File: src/rtl/fetch_pkg.sv
// Shared types for the instruction fetch unit: FSM encoding, queue entry layout
// and the default reset fetch address.
package fetch_pkg;

   localparam int unsigned XLEN = 32;
   localparam logic [XLEN-1:0] FETCH_RESET_PC = 32'h0000_0000;

   typedef enum logic [1:0] {
      ST_IDLE    = 2'd0,
      ST_WAIT    = 2'd1,
      ST_DISCARD = 2'd2
   } fetch_state_e;

   typedef struct packed {
      logic [XLEN-1:0] inst;
      logic [XLEN-1:0] pc_plus4;
   } fetch_entry_t;

endpackage

File: src/rtl/fetch_queue.sv
// Power-of-two FIFO holding fetched instructions; flush empties it and takes
// priority over a same-cycle push or pop.
module fetch_queue #(
   parameter int unsigned DEPTH = 4,
   parameter int unsigned WIDTH = 64
) (
   input  logic                         clk,
   input  logic                         reset,
   input  logic                         push,
   input  logic                         pop,
   input  logic                         flush,
   input  logic [WIDTH-1:0]             din,
   output logic [WIDTH-1:0]             dout,
   output logic [$clog2(DEPTH):0]       count,
   output logic                         empty,
   output logic                         full
);

   localparam int unsigned PW = $clog2(DEPTH);
   localparam int unsigned CW = PW + 1;
   localparam logic [CW-1:0] DEPTH_C = CW'(DEPTH);

   logic [WIDTH-1:0] mem [DEPTH];
   logic [PW-1:0]    wr_ptr;
   logic [PW-1:0]    rd_ptr;
   logic             do_push;
   logic             do_pop;

   assign do_push = push & ~full;
   assign do_pop  = pop & ~empty;
   assign empty   = (count == '0);
   assign full    = (count == DEPTH_C);
   assign dout    = mem[rd_ptr];

   // Pointers wrap naturally because DEPTH is a power of two.
   always_ff @(posedge clk) begin
      if (reset || flush) begin
         wr_ptr <= '0;
         rd_ptr <= '0;
         count  <= '0;
      end else begin
         if (do_push) wr_ptr <= wr_ptr + PW'(1);
         if (do_pop)  rd_ptr <= rd_ptr + PW'(1);
         count <= count + CW'(do_push) - CW'(do_pop);
      end
   end

   always_ff @(posedge clk) begin
      if (do_push) mem[wr_ptr] <= din;
   end

endmodule

File: src/rtl/fetch_unit.sv
// Instruction fetch: one outstanding memory read at a time, results queued for
// IF/ID; redirects flush the queue and drop any in-flight response.
module fetch_unit
   import fetch_pkg::*;
#(
   parameter int unsigned     DEPTH    = 4,
   parameter logic [XLEN-1:0] RESET_PC = FETCH_RESET_PC
) (
   input  logic            clk,
   input  logic            reset,
   input  logic            redirect,
   input  logic [XLEN-1:0] redirect_pc,
   output logic            mem_req,
   output logic [XLEN-1:0] mem_addr,
   input  logic            mem_ack,
   input  logic [XLEN-1:0] mem_rdata,
   output logic            inst_valid,
   input  logic            inst_ready,
   output logic [XLEN-1:0] inst_out,
   output logic [XLEN-1:0] pc_plus4_out
);

   localparam int unsigned CW = $clog2(DEPTH) + 1;
   localparam logic [CW-1:0] DEPTH_C = CW'(DEPTH);

   fetch_state_e    state;
   logic [XLEN-1:0] fetch_pc;
   logic [XLEN-1:0] req_addr;
   logic [XLEN-1:0] fetch_pc_inc;

   logic            q_push;
   logic            q_pop;
   logic            q_empty;
   logic            q_full;
   logic [CW-1:0]   q_count;
   logic [CW-1:0]   count_after_pop;
   logic [CW-1:0]   count_after_push;
   fetch_entry_t    q_din;
   fetch_entry_t    q_dout;

   always_comb begin
      q_pop            = ~q_empty & inst_ready;
      q_push           = (state == ST_WAIT) & mem_ack & ~redirect & ~q_full;
      count_after_pop  = q_count - CW'(q_pop);
      count_after_push = count_after_pop + CW'(q_push);
      fetch_pc_inc     = fetch_pc + XLEN'(4);
      q_din.inst       = mem_rdata;
      q_din.pc_plus4   = req_addr + XLEN'(4);
   end

   fetch_queue #(
      .DEPTH (DEPTH),
      .WIDTH (2 * XLEN)
   ) u_queue (
      .clk   (clk),
      .reset (reset),
      .push  (q_push),
      .pop   (q_pop),
      .flush (redirect),
      .din   (q_din),
      .dout  (q_dout),
      .count (q_count),
      .empty (q_empty),
      .full  (q_full)
   );

   // req_addr only moves on entry to WAIT, so mem_addr is stable while a request is live.
   always_ff @(posedge clk) begin
      if (reset) begin
         state    <= ST_IDLE;
         fetch_pc <= RESET_PC;
         req_addr <= RESET_PC;
      end else begin
         case (state)
            ST_IDLE: begin
               if (redirect) begin
                  state    <= ST_WAIT;
                  fetch_pc <= redirect_pc;
                  req_addr <= redirect_pc;
               end else if (count_after_pop < DEPTH_C) begin
                  state    <= ST_WAIT;
                  req_addr <= fetch_pc;
               end
            end
            ST_WAIT: begin
               if (redirect) begin
                  fetch_pc <= redirect_pc;
                  if (mem_ack) req_addr <= redirect_pc;
                  else         state    <= ST_DISCARD;
               end else if (mem_ack) begin
                  fetch_pc <= fetch_pc_inc;
                  if (count_after_push < DEPTH_C) req_addr <= fetch_pc_inc;
                  else                            state    <= ST_IDLE;
               end
            end
            ST_DISCARD: begin
               if (redirect) fetch_pc <= redirect_pc;
               if (mem_ack) begin
                  state    <= ST_WAIT;
                  req_addr <= redirect ? redirect_pc : fetch_pc;
               end
            end
            default: state <= ST_IDLE;
         endcase
      end
   end

   assign mem_req      = (state != ST_IDLE);
   assign mem_addr     = req_addr;
   assign inst_valid   = ~q_empty;
   assign inst_out     = inst_valid ? q_dout.inst     : '0;
   assign pc_plus4_out = inst_valid ? q_dout.pc_plus4 : '0;

endmodule

File: config.mk
export PLATFORM = sky130hd
export DESIGN_NAME = fetch_unit
export DESIGN_NICKNAME = d
export VERILOG_FILES = /design/src/rtl/fetch_pkg.sv /design/src/rtl/fetch_queue.sv /design/src/rtl/fetch_unit.sv
export SDC_FILE = /design/constraint.sdc
export NUM_CORES = 1
export LEC_CHECK = 0
export BUFFER_PORTS_ARGS = -buffer_cell sky130_fd_sc_hd__buf_2
export CAP_MARGIN = 20
export CORE_MARGIN = 4
export CORE_UTILIZATION = 52
export CTS_CLUSTER_DIAMETER = 80
export DETAILED_ROUTE_END_ITERATION = 8
export MAX_ROUTING_LAYER = met4
export PLACE_DENSITY = 0.73
export SLEW_MARGIN = 10
export SYNTH_ARGS = -nofsm -noshare
export SYNTH_HDL_FRONTEND = slang
export SYNTH_SLANG_ARGS = --single-unit
File: constraint.sdc
create_clock -name clk -period 5.72 [get_ports clk]
set_input_delay 0.858 -clock clk [delete_from_list [all_inputs] [get_ports clk]]
set_output_delay 0.858 -clock clk [all_outputs]
set_load 0.01 [all_outputs]
==> run_results.csv <==
group,metric,value,unit
sta,clock.fmax,0.270,GHz
logic_synthesis,syn_area,0.0149,mm²
sta,setup_viol,0,
place,place.gp.congestion,0.926,
logic_synthesis,muxShareOfSynthArea,10.1,%
logic_synthesis,synth_compound_area_share,7.72,%
global_routing,grt-ovfl-total,0,
logic_synthesis,ys_warn_count,0,
critical_path,cp_slowest_cell,"dfxtp_4",
clock_tree,root_buffer,"clkbuf_16",
outcome,status,"completed",
logic_synthesis,synth_enable_flop_cells,256,
sta,tightest_slew,981,ps
routing,dr.first_iter.drc_count,981,
clock_tree,htree_levels,2,
clock_tree,hold_buffers,0,
logic_synthesis,synthSimpleGateAreaFrac,13.6,%
global_routing,grt_max_degree,68,
layout,finalNetCount,1320,
critical_path,path_cells,"buf_4 -> mux4_2 -> and2_1 -> buf_2",
die,rows,61,
critical_path,crit_arrival,2850,ps
layout,layout_commonest_cell,"edfxtp_1",
logic_synthesis,synth_adder_area_share,0.973,%
logic_synthesis,synth_async_sr_flop_share,0,%
die,die_h,177,µm
routing,drtAntennaViolNets,0,
sta,slew-limit-headroom,34.4,%
critical_path,worstPathMaxFanout,44,
logic_synthesis,ys.flop_type,"edfxtp_1",
critical_path,cp_data_required_time,4860,ps
hold_path,hold_class,"register to register",
logic_synthesis,synthCells,1096,
die,initial_core_util,53.2,%
sta,finalCritPeriodShare,64.8,%
logic_synthesis,synth_nets,1176,
routing,drt-total-wl,35700,µm
sta,hold_violations,0,
power,vdd.ir_drop.worst,0.177,mV
logic_synthesis,synth_cell_types,72,
sta,timing.final.ws_setup,2010,ps
clock_tree,clk_pin_slew,60,ps
routing,via_per_inst,5.98,
routing,vias,9827,
global_routing,grt_pass1_vias,9646,
global_routing,antenna_found_initial,0,
global_routing,grt_pass1_wl,55500,µm
layout,antenna_cells,0,
critical_path,cp_slowest_stage_delay,930,ps
sta,finClkSkew,11.0,ps
clock_tree,insertion_delay,510,ps
clock_tree,cts_resized,0,
logic_synthesis,synth.yosys.seq_area_share,61.6,%
layout,syn_to_final_growth,15.3,%
die,design.core.area,0.0280,mm²
clock_tree,cts_inserted_buffers,36,
sta,rsz0062_at_grt,"no",
layout,layout_common_cells,"edfxtp_1, buf_2, and2_1",
routing,firstDrtPassIters,5,
die,die_w,177,µm
clock_tree,clock-sinks,331,
layout,drive_gt1_share,25.5,%
global_routing,grt_util_all_layers,23.2,%
layout,multi_input_area,0.00533,mm²
layout,fillers,2151,
routing,drc,0,
place,place_ws,1640,ps
global_routing,grtUsageMet2,37.3,%
die,dieArea,0.0314,mm²
global_routing,top_usage_layer,"met2",
critical_path,start_kind,"register",
sta,whs,455,ps
clock_tree,postCtsSetupBuffers,0,
layout,register_area,0.00919,mm²
routing,wl_per_cell,21.7,µm
die,ios,167,
place,dp.final_hpwl,24000,µm
flow_run,maxCapViolCount,0,
critical_path,crit_type,"register to output port",
critical_path,endpoint_kind,"output port",
global_routing,grtUsageMet1,31.3,%
place,io_buffers,166,
logic_synthesis,synthXorXnorAreaFrac,3.35,%
power,p_leak,0.00594,µW
logic_synthesis,syn_area_per_cell,13.6,µm²
clock_tree,clk_path_buf_depth,3,
sta,tns,0,ps
logic_synthesis,synth_top_family_by_area,"simple AND/OR/NAND/NOR gates",
power,powerDensity,324,mW/mm²
clock_tree,cts_tree,"yes",
logic_synthesis,synth_seq_cells,331,
global_routing,met3_usage,3.58,%
sta,drv_slew,0,
sta,min_period,3710,ps
[cell usage after synthesis (all sizes together), types with 3 or more instances]
master | number | area, µm²
xor2 | 24 | 210
and4 | 6 | 52.6
nor2b | 5 | 31.3
and3 | 12 | 75.1
nor3 | 22 | 115
a22oi | 8 | 60.1
nand2b | 19 | 119
nand2 | 73 | 274
a31oi | 5 | 31.3
mux2i | 4 | 40.0
a211oi | 12 | 90.1
o41ai | 5 | 51.3
nand4 | 25 | 156
o31ai | 5 | 37.5
edfxtp | 256 | 7690
buf | 32 | 175
o21a | 3 | 22.5
nor2 | 43 | 164
nand3b | 4 | 30.0
o21ai | 24 | 120
inv | 15 | 56.3
clkbuf | 42 | 159
or2 | 4 | 25.0
o22ai | 6 | 37.5
nand3 | 50 | 265
mux4 | 64 | 1440
ha | 10 | 125
and2 | 79 | 494
or3 | 7 | 43.8
a21oi | 41 | 205
o211ai | 16 | 120
o31a | 5 | 43.8
xnor2 | 33 | 289
a21o | 4 | 30.0
dfxtp | 75 | 1500
o311ai | 9 | 78.8
a32oi | 3 | 33.8
nor4 | 16 | 128
[worst max-delay path: cells and delay by family (launching register included)]
| kind | cells | cell delay [ps] |
|---|---|---|
| flip-flops | 1 | 930 |
| buffers and inverters | 2 | 650 |
| multiplexers | 1 | 550 |
| AND/OR/NAND/NOR | 1 | 180 |
[routing by layer]
metal	wire, µm	vias up
met5	0	-
met4	881	0
met3	2500	73
met2	17200	419
met1	15100	4836
li1	-	4499
[kinds of logic (layout without fill, tap and decap cells)]
family	count (synthesis)	count (layout)
adder cells (fa/ha/maj)	11	11
XOR/XNOR	57	57
AO/OA/AOI/OAI	166	166
AND/OR/NAND/NOR	371	371
buffers and inverters	90	258
flip-flops	331	331
multiplexers	70	70
[final timing paths]
path / start / slack [ps] / end / depth (start not counted)
worst max-delay path: register / 2010 / inst_out[23] / 4
worst min-delay path: fetch_pc[1] / 460 / fetch_pc[1] / 2
worst max register to register: u_queue.count[2] / 2050 / mem_addr[1] / 10
worst min register to register: fetch_pc[1] / 460 / fetch_pc[1] / 2
[sequential cells by signal, summed over array words and instances (netlist names), named ones only]
name            count
u_queue.mem       256
fetch_pc           32
mem_addr           32
u_queue.count       3
state               2
u_queue.rd_ptr      2
u_queue.wr_ptr      2
[layout make-up]
class                   count  share of cell area (%)
multi-input cells         675                    31.0
inverters                  16                   0.349
repair buffers            180                    5.81
clock buffers              43                    5.39
flip-flops and latches    331                    53.5
well taps                 378                    2.75
clock inverters            19                    1.18
[power by group]
part	switching [µW]	internal [µW]
Clock	914	1300
Sequential	110	2690
Combinational	335	216
Total	1360	4210
[through the flow]
step | std cells | power [µW] | area [µm²] | utilization (%)
5_1_grt | 1642 | 5780 | 17200 | 61.4
2_1_floorplan | 1096 | 3170 | 14900 | -
3_3_place_gp | 1579 | 3380 | 16000 | 57.3
4_1_cts | 1641 | 5600 | 17200 | 61.3
6_report | 1642 | 5570 | 17200 | 61.4
3_5_place_dp | 1579 | 3390 | 16000 | 57.3
No activity file was read; power rests on OpenSTA's default activity.
